### src/rtl/conv_output_packer.sv
// conv_output_packer: writes a conv result stream into the next layer's input buffer,
// surrounded by a PAD-wide border of PAD_VALUE, then pulses next_start.
module conv_output_packer #(
    parameter int          CHANNELS   = 32,
    parameter int          OUT_WIDTH  = 28,
    parameter int          OUT_HEIGHT = 28,
    parameter int          PAD        = 1,
    parameter logic [7:0]  PAD_VALUE  = 8'd0,
    localparam int         PW         = OUT_WIDTH + 2 * PAD,
    localparam int         PH         = OUT_HEIGHT + 2 * PAD,
    localparam int         DEPTH      = CHANNELS * PH * PW,
    localparam int         AW         = $clog2(DEPTH)
) (
    input  logic          clk,
    input  logic          rstn,
    input  logic          frame_start,
    output logic          stream_ready,
    input  logic [7:0]    conv_result,
    input  logic          conv_valid,
    output logic [7:0]    wr_data,
    output logic          wr_we,
    output logic [AW-1:0] wr_addr,
    output logic          next_start,
    output logic          done,
    output logic          busy,
    output logic          overflow_err
);
    typedef enum logic [1:0] {IDLE, FILL, STREAM, KICK} state_t;

    localparam logic [AW-1:0] LAST_ADDR = AW'(DEPTH - 1);
    localparam logic [AW-1:0] X_LAST    = AW'(OUT_WIDTH - 1);
    localparam logic [AW-1:0] Y_LAST    = AW'(OUT_HEIGHT - 1);
    localparam logic [AW-1:0] C_LAST    = AW'(CHANNELS - 1);
    localparam logic [AW-1:0] ROW_STEP  = AW'(PW);
    localparam logic [AW-1:0] CH_STEP   = AW'(PW * (2 * PAD + 1));
    localparam logic [AW-1:0] FIRST_ROW = AW'(PAD * PW + PAD);

    state_t        state;
    logic [AW-1:0] fill_cnt, x, y, c, row_base;
    logic          fin;
    logic          x_wrap, y_wrap, c_wrap;

    assign x_wrap       = x == X_LAST;
    assign y_wrap       = y == Y_LAST;
    assign c_wrap       = c == C_LAST;
    // fin marks the cycle the final write is on the bus; KICK follows it
    assign stream_ready = state == STREAM && !fin;
    assign busy         = state != IDLE;

    always_ff @(posedge clk or negedge rstn) begin
        if (!rstn) begin
            state        <= IDLE;
            fill_cnt     <= '0;
            x            <= '0;
            y            <= '0;
            c            <= '0;
            row_base     <= '0;
            fin          <= 1'b0;
            wr_we        <= 1'b0;
            wr_data      <= '0;
            wr_addr      <= '0;
            next_start   <= 1'b0;
            done         <= 1'b0;
            overflow_err <= 1'b0;
        end else begin
            wr_we      <= 1'b0;
            next_start <= 1'b0;
            done       <= 1'b0;
            if (conv_valid && state != STREAM)
                overflow_err <= 1'b1;
            else if (state == IDLE && frame_start)
                overflow_err <= 1'b0;
            case (state)
                IDLE: if (frame_start) begin
                    state    <= PAD == 0 ? STREAM : FILL;
                    fill_cnt <= '0;
                    row_base <= FIRST_ROW;
                    x        <= '0;
                    y        <= '0;
                    c        <= '0;
                    fin      <= 1'b0;
                end
                FILL: begin
                    wr_we    <= 1'b1;
                    wr_data  <= PAD_VALUE;
                    wr_addr  <= fill_cnt;
                    fill_cnt <= fill_cnt + 1'b1;
                    if (fill_cnt == LAST_ADDR) state <= STREAM;
                end
                STREAM: if (fin) begin
                    state      <= KICK;
                    next_start <= 1'b1;
                    done       <= 1'b1;
                end else if (conv_valid) begin
                    wr_we   <= 1'b1;
                    wr_data <= conv_result;
                    wr_addr <= row_base + x;
                    x       <= x_wrap ? '0 : x + 1'b1;
                    if (x_wrap) begin
                        y        <= y_wrap ? '0 : y + 1'b1;
                        c        <= y_wrap ? c + 1'b1 : c;
                        row_base <= row_base + (y_wrap ? CH_STEP : ROW_STEP);
                    end
                    if (x_wrap && y_wrap && c_wrap) fin <= 1'b1;
                end
                KICK: begin
                    state    <= IDLE;
                    fill_cnt <= '0;
                    x        <= '0;
                    y        <= '0;
                    c        <= '0;
                    row_base <= '0;
                    fin      <= 1'b0;
                end
                default: state <= IDLE;
            endcase
        end
    end
endmodule

### config.mk
export PLATFORM = sky130hd
export DESIGN_NAME = conv_output_packer
export DESIGN_NICKNAME = d
export VERILOG_FILES = /design/src/rtl/conv_output_packer.sv
export SDC_FILE = /design/constraint.sdc
export NUM_CORES = 1
export LEC_CHECK = 0
export ABC_AREA = 1
export CAP_MARGIN = 15
export CORE_MARGIN = 1
export CORE_UTILIZATION = 35
export DETAILED_ROUTE_END_ITERATION = 8
export PLACE_DENSITY = 0.54
export REMOVE_ABC_BUFFERS = 1
export SYNTH_ARGS = -nofsm -noshare
export SYNTH_HDL_FRONTEND = slang
export SYNTH_SLANG_ARGS = --single-unit
export TNS_END_PERCENT = 20
### constraint.sdc
create_clock -name clk -period 2.8 [get_ports clk]
set_clock_uncertainty 0.15 [all_clocks]
set_input_delay 0.28 -clock clk [delete_from_list [all_inputs] [get_ports clk]]
set_output_delay 0.28 -clock clk [all_outputs]
set_load 0.02 [all_outputs]
Word-level counts from Yosys, hierarchy flattened --
Cells that the tools add are included.
Operators by class: $add $sub $neg 6, multiply operators 0, divide/modulo/power cells 0, $lt $le $gt $ge 0, eq/ne operators 15, shift-type cells 0, muxes and demuxes 44, bitwise operators 0, reductions and logical operators 19
Operators by type and width (number):
- 2-to-1 mux 15 bit | 18
- one-hot mux 15 bit (3 select lines) | 5
- adder 15 x 1 -> 15 bit, second input constant | 4
- == test 15 x 5 -> 1 bit, second input constant | 3
- one-hot mux 15 bit (2 select lines) | 1
- 2-to-1 mux 8 bit | 2
- inequality test 2 bit, second input constant | 8
- one-hot mux 8 bit (2 select lines) | 1
- adder 15 bit | 1
- adder 15 x 7 -> 15 bit | 1
- == test 15 bit, second input constant | 1
- 2-to-1 mux 1 bit | 10
- one-hot mux 2 bit (4 select lines) | 1
- 2-to-1 mux 7 bit | 1
- 2-to-1 mux 2 bit | 3
- AND reduction 3 bit | 2
- AND reduction 6 bit | 1
- nonzero test 2 bit | 3
- nonzero test 3 bit | 2
- logical AND 1 bit | 5
- AND reduction 5 bit | 1
- == test 2 bit, second input constant | 2
- AND reduction 2 bit | 2
- AND reduction 4 bit | 1
- 5 further kinds | 5
Storage, ports and cells: register bits 104, latch bits 0, memory bits (writable) 0, ROM bits 0, bits of input ports 12, logic and storage cells 96, memories 0

Longest topological paths before layout --
depth after elaboration 7, mapped depth 14, depth with buffers taken out 14

Least setup slack after synthesis --
No wires, ideal clock.
path type reg2reg, from reg y[0], to reg row_base[9], arrival time 1.992 ns, required time 2.520 ns, setup slack 0.528 ns, cell stages (with the launch flop) 14, clock period less this slack 2.272 ns, path through dfrtp_1 -> ha_1 -> nand4_1 -> nor2_1 -> nand2_1 -> fa_1 -> nor2_1 -> nand2_1 -> nand2_1 -> o21ai_0 -> xor2_1 -> nor2_1 -> nand2_1 -> o21ai_0
On the way: longest elaborated chain between the ends 7
RTL lines:
- start, declared | RTL line 39 | logic [AW-1:0] fill_cnt, x, y, c, row_base;
- start signal, assigned | RTL line 100 | y <= y_wrap ? '0 : y + 1'b1;
- == test 15 x 5 -> 1 bit | RTL line 44 | assign y_wrap = y == Y_LAST;
- 2-to-1 mux 7 bit | RTL line 102 | row_base <= row_base + (y_wrap ? CH_STEP : ROW_STEP);
- adder 15 x 7 -> 15 bit | RTL line 102
- 2-to-1 mux 15 bit | RTL line 99 | if (x_wrap) begin
- 2-to-1 mux 15 bit | RTL line 94 | end else if (conv_valid) begin
- 2-to-1 mux 15 bit | RTL line 90 | STREAM: if (fin) begin
- one-hot mux 15 bit (3 select lines) | RTL line 73 | case (state)
- end signal, assigned | RTL line 102
- end, declared | RTL line 39
Every way passes these cells. The select of a mux whose other input is x is not followed. A chain may end at the register's enable or synchronous reset.

Worst setup path in the final report --
Same ends and word-level chain as after synthesis.

==> results.yml <==
status:
  status: "completed"
final_layout:
  fin_util_pct: 41.1
  nFillCells: 2073
  final_nets: 1087
  syn2layout_area_growth_pct: 15.1
  num_antenna_cells: 0
  final_layout_size_suffix_gt1_share_pct: 4.47
run:
  max-cap-violations: 0
power:
  clockPowerShare_pct: 20.9
  internal_power_mw: 3.32
  seq_power_share_pct: 32.6
  power.switching_mw: 2.69
  combPwrFrac_pct: 46.5
  p_leak_nw: 3.72
  power_switching_share_pct: 44.8
  total_power_mw: 6.01
  max-vdd-ir-drop_mv: 0.412
  power_density_nw_per_um2: 752
clocking:
  postCtsSetupBuffers: 0
  root_buffer: "clkbuf_16"
  cts_made_buffers: 9
  htreeDepth: 3
  clock_path_buffers: 2
  cts.clk_slew.worst_paths_ps: 70
  insertion_delay_ps: 360
  cts_sinks: 104
  cts_tree: "yes"
synthesis:
  ys_warn_count: 0
  synthArstFlopShare_pct: 100
  synthesis.area_um2: 6950
  yosys.cell_count.top_type: "nand2_1"
  seq_area_frac_synth_pct: 37.5
  synth.distinct_cells: 34
  synth_common_cells: "295 x nand2_1, 131 x inv_1, 104 x dfrtp_1"
  synth_largest_area_cell: "dfrtp_1"
  synth_top_area_share_pct: 37.5
  synth_edf_count: 0
  avgSynthCellArea_um2: 6.92
  ys_seq_elements: 104
  synthTopCellsByArea: "dfrtp_1 37%, nand2_1 16%, inv_1 7.1%"
  syn_inst: 1004
  synthFlopType: "dfrtp_1"
sta:
  post-route-min-period_ps: 2530
  tightest_slew_ps: 701
  setup_ws_ps: 272
  timing.hold.ws_ps: 322
  finalCritPeriodShare_pct: 90.3
  max_slew_margin_pct: 53.2
  rsz0062_at_grt: "no"
  slew_violations: 0
  tns_ps: 0
  setup_viol: 0
  hold_viol_final: 0
  clock.fmax_mhz: 396
route:
  first_pass_iters: 5
  ant_nets: 0
  first_iter_violations: 389
  wire_per_inst_um: 13.9
  viasPerCell: 4.92
  drc: 0
  vias: 6477
  wirelength_mm: 18.3
floorplan:
  design.core.area_um2: 19500
  io_pins: 41
  fp-row-count: 51
  fp.dieH_um: 143
  start_util_pct: 35.7
  chipWidth_um: 143
  dieArea_um2: 20400
critical_path:
  cp.required_ps: 2890
  rr_endpoint: "row_base[9]"
  critPathLaunchType: "flip-flop"
  critPathCaptureType: "flip-flop"
  r2r-start: "y[0]"
  arrival_ps: 2620
  rrSetupSlack_ps: 270
  path_class: "reg -> reg"
  worstPathMaxFanout: 5
  reg2reg_depth: 13
global_route:
  grt_overflow: 0
  grt_max_degree: 47
  antenna_found_initial: 0
  track_usage_pct: 19.4
  grt_pass1_wl_mm: 31.2
  first_global_vias: 6300
placement:
  gp_congestion: 0.919
  dp_slack_ps: 285
  io_buffer_count: 40
  place.detailed.hpwl_mm: 13.8
min_path:
  hp-class: "in -> async"
-- worst max-delay path, stage by stage (launching register included) --
cell and delay, ps:
dfrtp_1 420, ha_1 240, nand4_1 100, nor2_1 100
nand2_1 140, fa_1 440, nor2_1 190, nand2_1 130
nand2_1 80, o21ai_0 100, xor2_1 150, nor2_1 50
nand2_1 60, o21ai_0 70
-- power groups by stage --
stage               Sequential [mW]  Combinational, mW  Clock [mW]
CTS                            1.96               2.85        1.31
detailed placement             1.99               2.84           0
floorplan                      2.09               1.57           0
global placement               1.99               2.84           0
global route                   2.00               3.17        1.36
finish                         1.96               2.80        1.26
-- kinds of logic (layout without fill, tap and decap cells) --
logic type | after synthesis | in the layout | synth area share, %
AOI/OAI and AO/OA | 123 | 123 | 10.0
and+or+nand+nor | 564 | 564 | 35.0
xor gates and xnor gates | 26 | 26 | 3.28
muxes | 1 | 1 | 0.162
DFF | 104 | 104 | 37.5
buffers and inverters | 158 | 206 | 8.81
adders and majority gates | 28 | 28 | 5.26
-- flip-flops by register name (all words and copies together), names as in the netlist --
register and cells:
y 15, state 2, row_base 15, c 15
fill_cnt 15, fin 1, done 1, wr_addr 15
x 15, wr_we 1, wr_data 8, overflow_err 1
-- layout by cell type, fill, tap and decap left out, drive strengths merged, types with 31 or more instances in the layout --
master and count:
a21oi 41, clkdlybuf4s50 39, nor3 31, nand2 299, dfrtp 104, nand3 82, nor2 96, o21ai 61
inv 137, nand4 44
-- layout make-up --
class | count | area, um2 | area share, %
Timing Repair Buffer | 56 | 533 | 6.67
Inverter | 134 | 503 | 6.29
Clock inverter | 7 | 65.1 | 0.814
Tap cell | 265 | 332 | 4.15
Multi-Input combinational cell | 742 | 3730 | 46.7
Clock buffer | 9 | 225 | 2.82
Sequential cell | 104 | 2600 | 32.6
-- worst max-delay path by stage --
stage | from | end | slack (ps) | depth (start not counted)
6_report | y[0] | row_base[9] | 270 | 13
5_1_grt | y[0] | row_base[9] | 3 | 13
4_1_cts | state[0] | stream_ready | 250 | 5
3_5_place_dp | y[0] | row_base[9] | 280 | 13
3_3_place_gp | y[0] | row_base[9] | 360 | 13
2_1_floorplan | state[0] | c[6] | -1140 | 11
-- metrics by stage --
| stage | std cells | instance area [um2] |
|---|---|---|
| after global placement | 1300 | 7690 |
| after global routing | 1317 | 8000 |
| after CTS | 1317 | 8000 |
| final | 1317 | 8000 |
| after floorplan | 980 | 6840 |
| after detailed placement | 1300 | 7690 |
-- per-layer routing --
metal / vias up / GRT usage [%] / share of wire, %
met5: - / 0 / 0
met4: 0 / 6.00 / 1.9
met3: 26 / 2.68 / 2.9
met2: 104 / 33.9 / 48
met1: 2973 / 24.8 / 47
li1: 3374 / - / -
-- what timing repair did --
action	4_1_cts	5_1_grt
gates resized for setup	0	0
hold endpoints to repair	43	0
hold buffers	1	0
Power figures use the tool's default switching activity.
